`config.mk`:
```
export PLATFORM = sky130hd
export DESIGN_NAME = divmod_seq
export DESIGN_NICKNAME = d
export VERILOG_FILES = /design/src/rtl/divmod_seq.sv
export SDC_FILE = /design/constraint.sdc
export NUM_CORES = 1
export LEC_CHECK = 0
export CAP_MARGIN = 0
export CORE_MARGIN = 2
export CORE_UTILIZATION = 25
export DETAILED_ROUTE_END_ITERATION = 16
export GPL_TIMING_DRIVEN = 0
export HOLD_SLACK_MARGIN = 0.06
export PLACE_DENSITY = 0.42
export SYNTH_ARGS = -nofsm -noshare
export SYNTH_HDL_FRONTEND = slang
export SYNTH_SLANG_ARGS = --single-unit
export TNS_END_PERCENT = 30
```
`constraint.sdc`:
```
create_clock -name clk -period 2.25 [get_ports clk]
set_clock_uncertainty 0.05 [all_clocks]
set_input_delay 0.45 -clock clk [delete_from_list [all_inputs] [get_ports clk]]
set_output_delay 0.45 -clock clk [all_outputs]
set_load 0.005 [all_outputs]
```
`src/rtl/divmod_seq.sv`:
```
// Sequential restoring divider: one quotient bit per clock, with optional
// two's-complement operands and defined divide-by-zero / overflow results.
module divmod_seq #(
    parameter int WIDTH = 16
) (
    input  logic             clk,
    input  logic             rst,
    input  logic             go,
    input  logic             signed_mode,
    input  logic [WIDTH-1:0] a,
    input  logic [WIDTH-1:0] b,
    output logic             ready,
    output logic             error,
    output logic [WIDTH-1:0] div,
    output logic [WIDTH-1:0] mod
);
    localparam int CW = $clog2(WIDTH + 1);

    typedef enum logic [1:0] {IDLE, RUN, FIX} state_t;

    state_t           state_q, state_d;
    logic [CW-1:0]    cnt_q, cnt_d;
    logic [WIDTH-1:0] rem_q, rem_d;
    logic [WIDTH-1:0] quo_q, quo_d;
    logic [WIDTH-1:0] dvs_q, dvs_d;
    logic             sa_q, sa_d;
    logic             sq_q, sq_d;
    logic             dz_q, dz_d;
    logic             ready_q, ready_d;
    logic             error_q, error_d;
    logic [WIDTH-1:0] div_q, div_d;
    logic [WIDTH-1:0] mod_q, mod_d;

    logic [WIDTH:0]   shifted;
    logic [WIDTH+1:0] trial;
    logic             neg_a, neg_b;

    // rem < divisor is invariant, so the kept difference always fits WIDTH bits
    assign shifted = {rem_q, quo_q[WIDTH-1]};
    assign trial   = {1'b0, shifted} - {2'b00, dvs_q};
    assign neg_a   = signed_mode & a[WIDTH-1];
    assign neg_b   = signed_mode & b[WIDTH-1];

    always_comb begin
        state_d = state_q;
        cnt_d   = cnt_q;
        rem_d   = rem_q;
        quo_d   = quo_q;
        dvs_d   = dvs_q;
        sa_d    = sa_q;
        sq_d    = sq_q;
        dz_d    = dz_q;
        ready_d = ready_q;
        error_d = error_q;
        div_d   = div_q;
        mod_d   = mod_q;
        case (state_q)
            IDLE: begin
                if (go) begin
                    sa_d    = neg_a;
                    sq_d    = neg_a ^ neg_b;
                    dz_d    = (b == '0);
                    rem_d   = '0;
                    // on divide-by-zero the raw dividend is kept for mod
                    quo_d   = (b == '0) ? a : (neg_a ? -a : a);
                    dvs_d   = neg_b ? -b : b;
                    cnt_d   = CW'(WIDTH);
                    ready_d = 1'b0;
                    error_d = 1'b0;
                    state_d = (b == '0) ? FIX : RUN;
                end
            end
            RUN: begin
                if (!trial[WIDTH+1]) begin
                    rem_d = trial[WIDTH-1:0];
                    quo_d = {quo_q[WIDTH-2:0], 1'b1};
                end else begin
                    rem_d = shifted[WIDTH-1:0];
                    quo_d = {quo_q[WIDTH-2:0], 1'b0};
                end
                cnt_d = cnt_q - CW'(1);
                if (cnt_q == CW'(1)) state_d = FIX;
            end
            FIX: begin
                if (dz_q) begin
                    div_d   = '1;
                    mod_d   = quo_q;
                    error_d = 1'b1;
                end else begin
                    div_d   = sq_q ? -quo_q : quo_q;
                    mod_d   = sa_q ? -rem_q : rem_q;
                    error_d = 1'b0;
                end
                ready_d = 1'b1;
                state_d = IDLE;
            end
            default: state_d = IDLE;
        endcase
    end

    always_ff @(posedge clk) begin
        if (rst) begin
            state_q <= IDLE;
            cnt_q   <= '0;
            rem_q   <= '0;
            quo_q   <= '0;
            dvs_q   <= '0;
            sa_q    <= 1'b0;
            sq_q    <= 1'b0;
            dz_q    <= 1'b0;
            ready_q <= 1'b1;
            error_q <= 1'b0;
            div_q   <= '0;
            mod_q   <= '0;
        end else begin
            state_q <= state_d;
            cnt_q   <= cnt_d;
            rem_q   <= rem_d;
            quo_q   <= quo_d;
            dvs_q   <= dvs_d;
            sa_q    <= sa_d;
            sq_q    <= sq_d;
            dz_q    <= dz_d;
            ready_q <= ready_d;
            error_q <= error_d;
            div_q   <= div_d;
            mod_q   <= mod_d;
        end
    end

    assign ready = ready_q;
    assign error = error_q;
    assign div   = div_q;
    assign mod   = mod_q;
endmodule
```
* After elaboration in Yosys (flattened, before gate mapping)
Cells that the tools add are included.
Cells by class: add/subtract/negate cells 6, eq/ne operators 5, multiplexer cells 23, bitwise operators 3, reduce and logical (&&, ||, !) cells 8
Operators by type and width (count):
- $mux W16 | 10
- $neg A16 Y16 | 4
- $pmux W16 S2 | 2
- $sub A17 B16 Y18 | 1
- $logic_not A16 Y1 | 1
- $pmux W5 S2 | 1
- $reduce_and A2 Y1 | 4
- $mux W2 | 3
- $eq A5 B1 Y1 const B | 1
- $mux W5 | 1
- $sub A5 B1 Y5 const B | 1
- $ne A2 B2 Y1 const B | 2
- $pmux W1 S2 | 2
- $pmux W2 S2 | 1
- $reduce_bool A2 Y1 | 2
- $mux W1 | 3
- $and A1 B1 Y1 | 2
- $eq A2 B1 Y1 const B | 1
- $eq A2 B2 Y1 const B | 1
- $logic_not A2 Y1 | 1
- $xor A1 B1 Y1 | 1
Word-level totals: register bits 92, output and inout port bits 34

* Depth between registers and ports, before layout
Gate-level depths: netlist (run 1).
depth after elaboration 5, depth in mapped cells 11

* Worst setup path before layout (run 1)
OpenSTA, ideal clock, no wires.
path kind register -> register, start point register rem_q[7], end point register rem_q[11], arrival 2.253 ns, required time 2.121 ns, slack -0.132 ns, cell stages (with the launch flop) 11, path buffers 3, period minus slack after synthesis 2.382 ns, cell sequence dfxtp_1 -> ha_1 -> clkbuf_1 -> nand2_1 -> o21a_1 -> nand3b_1 -> a31oi_1 -> clkbuf_1 -> buf_2 -> o221ai_1 -> o211ai_1
Between the ends: word-level cells in the longest chain between the ends 3
Ends and longest elaborated chain:
- start, declared | line 23 | logic [WIDTH-1:0] rem_q, rem_d;
- start signal, assigned | line 118 | rem_q <= rem_d;
- $sub A17 B16 Y18 | line 40 | assign trial = {1'b0, shifted} - {2'b00, dvs_q};
- $mux W16 | line 74 | if (!trial[WIDTH+1]) begin
- $pmux W16 S2 | line 57 | case (state_q)
Every way passes these cells. A chain may end at the register's enable or synchronous reset.

* Worst setup path in the final report (run 1)
start point register quo_q[15], end point register rem_q[14]
Between the ends: word-level cells in the longest chain between the ends 3
Ends and longest elaborated chain:
- start, declared | line 24 | logic [WIDTH-1:0] quo_q, quo_d;
- start signal, assigned | line 119 | quo_q <= quo_d;
- $sub A17 B16 Y18 | line 40
- $mux W16 | line 74
- $pmux W16 S2 | line 57
Every way passes these cells.

==> impl_metrics.ini, run 1 <==
[floorplan]
die_y_um = 157.2
die-width_um = 157.2
start_util_pct = 25.21
rows = 56
io_pins = 70
core-area_um2 = 23260
dieArea_um2 = 24700

[global_routing]
gr-usage-all-layers_pct = 18.10
grt.overflow.total = 0
grt_max_degree = 16
grt_pass1_vias = 5918
antenna_found_initial = 0
grt_pass1_wl_um = 34440

[sta]
tightest_slew_ps = 697.7
tns_ps = -0.08971
slew_viol_final = 0
min_period_over_period_pct = 100.0
setup_viol = 1
period_needed_ps = 2250
rsz0062_at_grt = yes
finalWorstSetupSlack_ps = -0.08971
hold_viol = 0
relSlewSlack_pct = 53.48
worst_hold_slack_ps = 362.1
fmax_mhz = 444.4

[outcome]
violations = setup timing
outcome = finished, violations left

[yosys]
synth.most_common_cell = nand2_1
synthArstFlopShare_pct = 0
yosys_warnings = 0
ys_top_cells_by_count = 94 x nand2_1, 92 x dfxtp_1, 75 x nor2_1
synth_top_area_share_pct = 31.41
ys_seq_area_share_pct = 31.41
synth_cell_type_count = 61
yosys.area.top_type = dfxtp_1
synthCells = 769
synth_area_leaders = dfxtp_1 31%, nand2_1 6.0%, a21oi_1 5.2%
ys_ff_latch = 92
postSynthNetCount = 828
synth_edf_count = 0
syn_area_per_cell_um2 = 7.626
syn_area_um2 = 5864
synthFlopType = dfxtp_1

[cells_and_area]
finalNetCount = 926
syn_to_final_growth_pct = 35.59
final_layout_size_suffix_gt1_share_pct = 17.66
final_area_um2 = 7951
diodes = 0
finish.utilization_pct = 34.18

[setup_path]
arrival_ps = 2440
crit_start = quo_q[15]$_SDFFE_PP0P_
r2r_start = quo_q[15]$_SDFFE_PP0P_
r2r_cells = 11
path_class = reg2reg
cp-endpoint = rem_q[14]$_SDFFE_PP0P_
path_max_fanout = 3
r2r-end = rem_q[14]$_SDFFE_PP0P_
crit_chain = inv_2 -> ha_4 -> inv_2 -> fa_2 -> a21o_1 -> a221oi_4 -> buf_4 -> o221ai_4 -> a21oi_2 -> xor2_1 -> o21ai_1
critPathRequiredTime_ps = 2440
start_kind = flop
path_common_cell = inv_2
reg2reg_slack_ps = -0.09
worst_path_largest_cell_delay_ps = 370
crit_slowest_cell = fa_2
critPathCaptureType = flop

[placed_design]
dp_worst_setup_slack_ps = -990.4
dpl.hpwl_um = 16020
place.gp.congestion = 0.7880
dpl-instance-area_um2 = 6959
port-buffer-count = 68

[power]
combPwrFrac_pct = 43.7
p_clk_share_pct = 24.4
p_switching_mw = 2.519
ir_drop_mv = 0.3384
power_density_nw_per_um2 = 819.8
p_leak_nw = 2.844
intPower_mw = 3.999
seqPwrFrac_pct = 31.9
p_sw_share_pct = 38.65

[cts]
clockBufferDepth = 2
clkLatencyLatePin_ps = 360
cts.sink_count = 92
clkSlewWorstSetupHoldPaths_ps = 70
clockRootBuffer = clkbuf_16
cts-hold-fix-buffers = 0
cts_max_level = 3
cts-buffers-inserted = 9
cts_tree = built

[route]
drt_pre_antenna_iters = 5
vias = 5978
drt_iter0_drc = 351
vias_per_cell = 5.019
wl_per_cell_um = 18.26
drc = 0
drtAntennaViolNets = 0
wirelength_um = 21750

[flow_run]
timing.max_cap.violations = 0

[min_path]
hold_class = in2reg
==> registers in the layout, indices dropped and copies added (netlist names) <==
register  cells
sa_q          1
mod          16
error         1
dz_q          1
cnt_q         5
sq_q          1
state_q       2
rem_q        16
quo_q        16
div          16
dvs_q        16
ready         1
==> worst max-delay path, delay by kind of cell (launching register included) <==
kind	cells	cell delay [ps]
AO/OA/AOI/OAI	5	810
adder cells (fa/ha/maj)	2	500
flip-flops	1	330
buffers and inverters	3	290
XOR/XNOR	1	170
==> power by group through the flow <==
stage	registers, mW	clock network (mW)	logic [mW]
final	2.08	1.59	2.85
after global routing	2.11	1.70	3.15
after CTS	2.05	1.64	2.70
after detailed placement	2.08	0	2.29
after global placement	2.08	0	2.31
after floorplan	1.98	0	1.62
==> kinds of logic after synthesis <==
group,Yosys count,synth area share [%]
adders and majority gates,23,5.035
muxes,5,0.8961
DFF,92,31.41
AOI/OAI and AO/OA,237,27.14
buffers and inverters,84,5.526
xor gates and xnor gates,56,8.364
and+or+nand+nor,272,21.63
==> per-layer routing <==
layer	up-vias	global-route usage (%)	wire, µm
met5	-	0	0
met4	0	4.502	280
met3	20	2.643	763
met2	129	27.99	9648
met1	2845	26.31	11060
li1	2984	-	-
==> worst min path at each step <==
| stage | startpoint | end | slack, ps | cells after the start |
|---|---|---|---|---|
| finish | b[0] | dvs_q[0]$_SDFFE_PP0P_ | 360 | 3 |
| global route | b[0] | dvs_q[0]$_SDFFE_PP0P_ | 360 | 3 |
| CTS | mod[14]$_SDFFE_PP0P_ | mod[14]$_SDFFE_PP0P_ | 410 | 2 |
| detailed placement | mod[14]$_SDFFE_PP0P_ | mod[14]$_SDFFE_PP0P_ | 400 | 2 |
| global placement | dvs_q[15]$_SDFFE_PP0P_ | dvs_q[15]$_SDFFE_PP0P_ | 400 | 2 |
| floorplan | dvs_q[15]$_SDFFE_PP0P_ | dvs_q[15]$_SDFFE_PP0P_ | 380 | 2 |
==> cell usage in the layout, fill, tap and decap left out, types with 23 or more instances in the layout <==
cell type,count
o21ai_0,41
xor2_1,27
buf_4,30
nor3_1,24
clkbuf_1,28
o211ai_1,24
clkdlybuf4s50_1,49
a21oi_1,54
dfxtp_1,76
nor2_1,70
nand2_1,92
inv_1,26
xnor2_1,29
a211oi_1,23
==> stage by stage <==
stage	std cells	power [mW]
final	1191	6.518
after global routing	1191	6.955
after global placement	1156	4.397
after detailed placement	1156	4.378
after CTS	1190	6.391
after floorplan	769	3.603
==> timing repair <==
item / in CTS / in global routing
pin swaps: 21 / 29
endpoints found under the setup margin: 57 / 47
setup buffers: 20 / 4
cloned: 4 / 0
gates resized for setup: 111 / 61
==> area by class of cell <==
cell class / count / area, µm²
repair buffers: 96 / 892.1
flip-flops and latches: 92 / 1874
plain buffers: 43 / 240.2
inverters: 32 / 120.1
clock buffers: 11 / 242.7
fillers: 2482 / 15310
multi-input cells: 593 / 4124
well taps: 319 / 399.1
clock inverters: 5 / 58.81
Note: power is estimated with default switching activity, not from simulation.
==> run 2, diff against run 1 <==
- CORE_MARGIN: 2 -> 5
==> run 2 against run 1 <==
The flow still finishes with violations (setup timing). Largest power group unchanged. Via count fell by 0.72%. Setup slack got worse by 13 ps. Utilization rose by 0.19 points. Hold slack improved by 12 ps.
==> impl_metrics.ini, run 2 (same netlist as run 1, synthesis figures left out) <==
[outcome]
violations = setup timing
outcome = finished, violations left

[cts]
cts_max_level = 3
clockRootBuffer = clkbuf_16
clkSlewWorstSetupHoldPaths_ps = 70
cts.sink_count = 92
clockBufferDepth = 2
cts-buffers-inserted = 9
clkLatencyLatePin_ps = 350
cts_tree = built

[setup_path]
critPathCaptureType = flop
path_class = reg2reg
path_max_fanout = 3
start_kind = flop
critPathRequiredTime_ps = 2430
r2r_start = quo_q[15]$_SDFFE_PP0P_
arrival_ps = 2450
crit_start = quo_q[15]$_SDFFE_PP0P_

[placed_design]
port-buffer-count = 68
place.gp.congestion = 0.8024
place_inst = 1156
dpl-instance-area_um2 = 6959
dp_worst_setup_slack_ps = -957.7
dpl.hpwl_um = 16100

[route]
drt_pre_antenna_iters = 5
drtAntennaViolNets = 0
wirelength_um = 21570
vias_per_cell = 4.975
wl_per_cell_um = 18.08
drt_iter0_drc = 309
drc = 0
vias = 5935

[global_routing]
grt_pass1_vias = 5865
grt_max_degree = 16
antenna_found_initial = 0
grt.overflow.total = 0
gr-usage-all-layers_pct = 16.23
grt_pass1_wl_um = 33780

[sta]
fmax_mhz = 442.0
period_needed_ps = 2263
min_period_over_period_pct = 100.6
tightest_slew_ps = 704.1
worst_hold_slack_ps = 374.2
slew_viol_final = 0
relSlewSlack_pct = 53.06
finalWorstSetupSlack_ps = -12.65
rsz0062_at_grt = yes
setup_viol = 1
hold_viol = 0

[cells_and_area]
finalNetCount = 928
layout.cells.non_filler = 1193
diodes = 0
final_area_um2 = 7995
most-common-layout-cells = 91 x nand2_1, 74 x dfxtp_1, 71 x nor2_1
final_layout_size_suffix_gt1_share_pct = 18.54
layout_commonest_cell = nand2_1
syn_to_final_growth_pct = 36.33

[floorplan]
io_pins = 70
start_util_pct = 25.21
core-area_um2 = 23260
dieArea_um2 = 26620
die-width_um = 163.2
rows = 56
die_y_um = 163.2

[power]
power_density_nw_per_um2 = 803.1
p_leak_nw = 2.845
total_power_mw = 6.421
ir_drop_mv = 0.3549

[min_path]
min_from = b[0]
hold_class = in2reg

[flow_run]
timing.max_cap.violations = 0
[run 2: cell count changes in the layout (fill, tap and decap cells not counted), moves of 3 or more]
cell,change
buf_4,-4
buf_2,-3
buf_6,+3
ha_2,+3
clkbuf_2,+4
[run 2: layout make-up]
cell class	instances	area [µm²]
fillers	2550	15270
multi-input cells	593	4138
flip-flops and latches	92	1879
repair buffers	99	944.7
well taps	319	399.1
clock buffers	12	246.5
plain buffers	42	235.2
inverters	32	120.1
clock inverters	4	32.53
[run 2: final timing paths]
path | depth (start not counted) | end | slack [ps]
worst max-delay path | 10 | rem_q[14]$_SDFFE_PP0P_ | -10
worst min-delay path | 3 | dvs_q[0]$_SDFFE_PP0P_ | 370
worst max register to register | 10 | rem_q[14]$_SDFFE_PP0P_ | -10
worst min register to register | 2 | mod[14]$_SDFFE_PP0P_ | 400
[run 2: critical path: stages, from the launching register on]
cell	delay (ps)
dfxtp_2	330
inv_2	70
ha_4	130
inv_2	40
fa_2	370
a21o_1	240
a221oi_4	330
o221ai_2	180
a21oi_2	170
xor2_1	170
o21ai_1	70
[run 2: through the flow]
step / setup TNS (ps) / utilization [%]
2_1_floorplan: -496.9 / -
3_3_place_gp: -36350 / 29.92
3_5_place_dp: -36050 / 29.92
4_1_cts: -80.33 / 33.46
5_1_grt: -252.2 / 34.37
6_report: -12.65 / 34.37
[run 2: metal layers]
layer | routed length [µm] | vias to the layer above | global-route usage [%]
li1 | - | 2973 | -
met1 | 10640 | 2831 | 22.80
met2 | 9857 | 111 | 25.92
met3 | 699 | 20 | 2.776
met4 | 371 | 0 | 4.003
met5 | 0 | - | 0
[run 2: repair_timing]
item | 4_1_cts | 5_1_grt
hold endpoints to repair | 0 | 0
gates cloned | 3 | 0
setup buffers | 19 | 9
hold buffers | 0 | 0
endpoints found under the setup margin | 60 | 61
pin swaps | 26 | 35
resized for setup | 106 | 79
[run 2: power breakdown]
group	internal, mW	switching, mW
combinational	1.32	1.55
sequential	1.82	0.261
clock	0.787	0.681
total	3.93	2.50
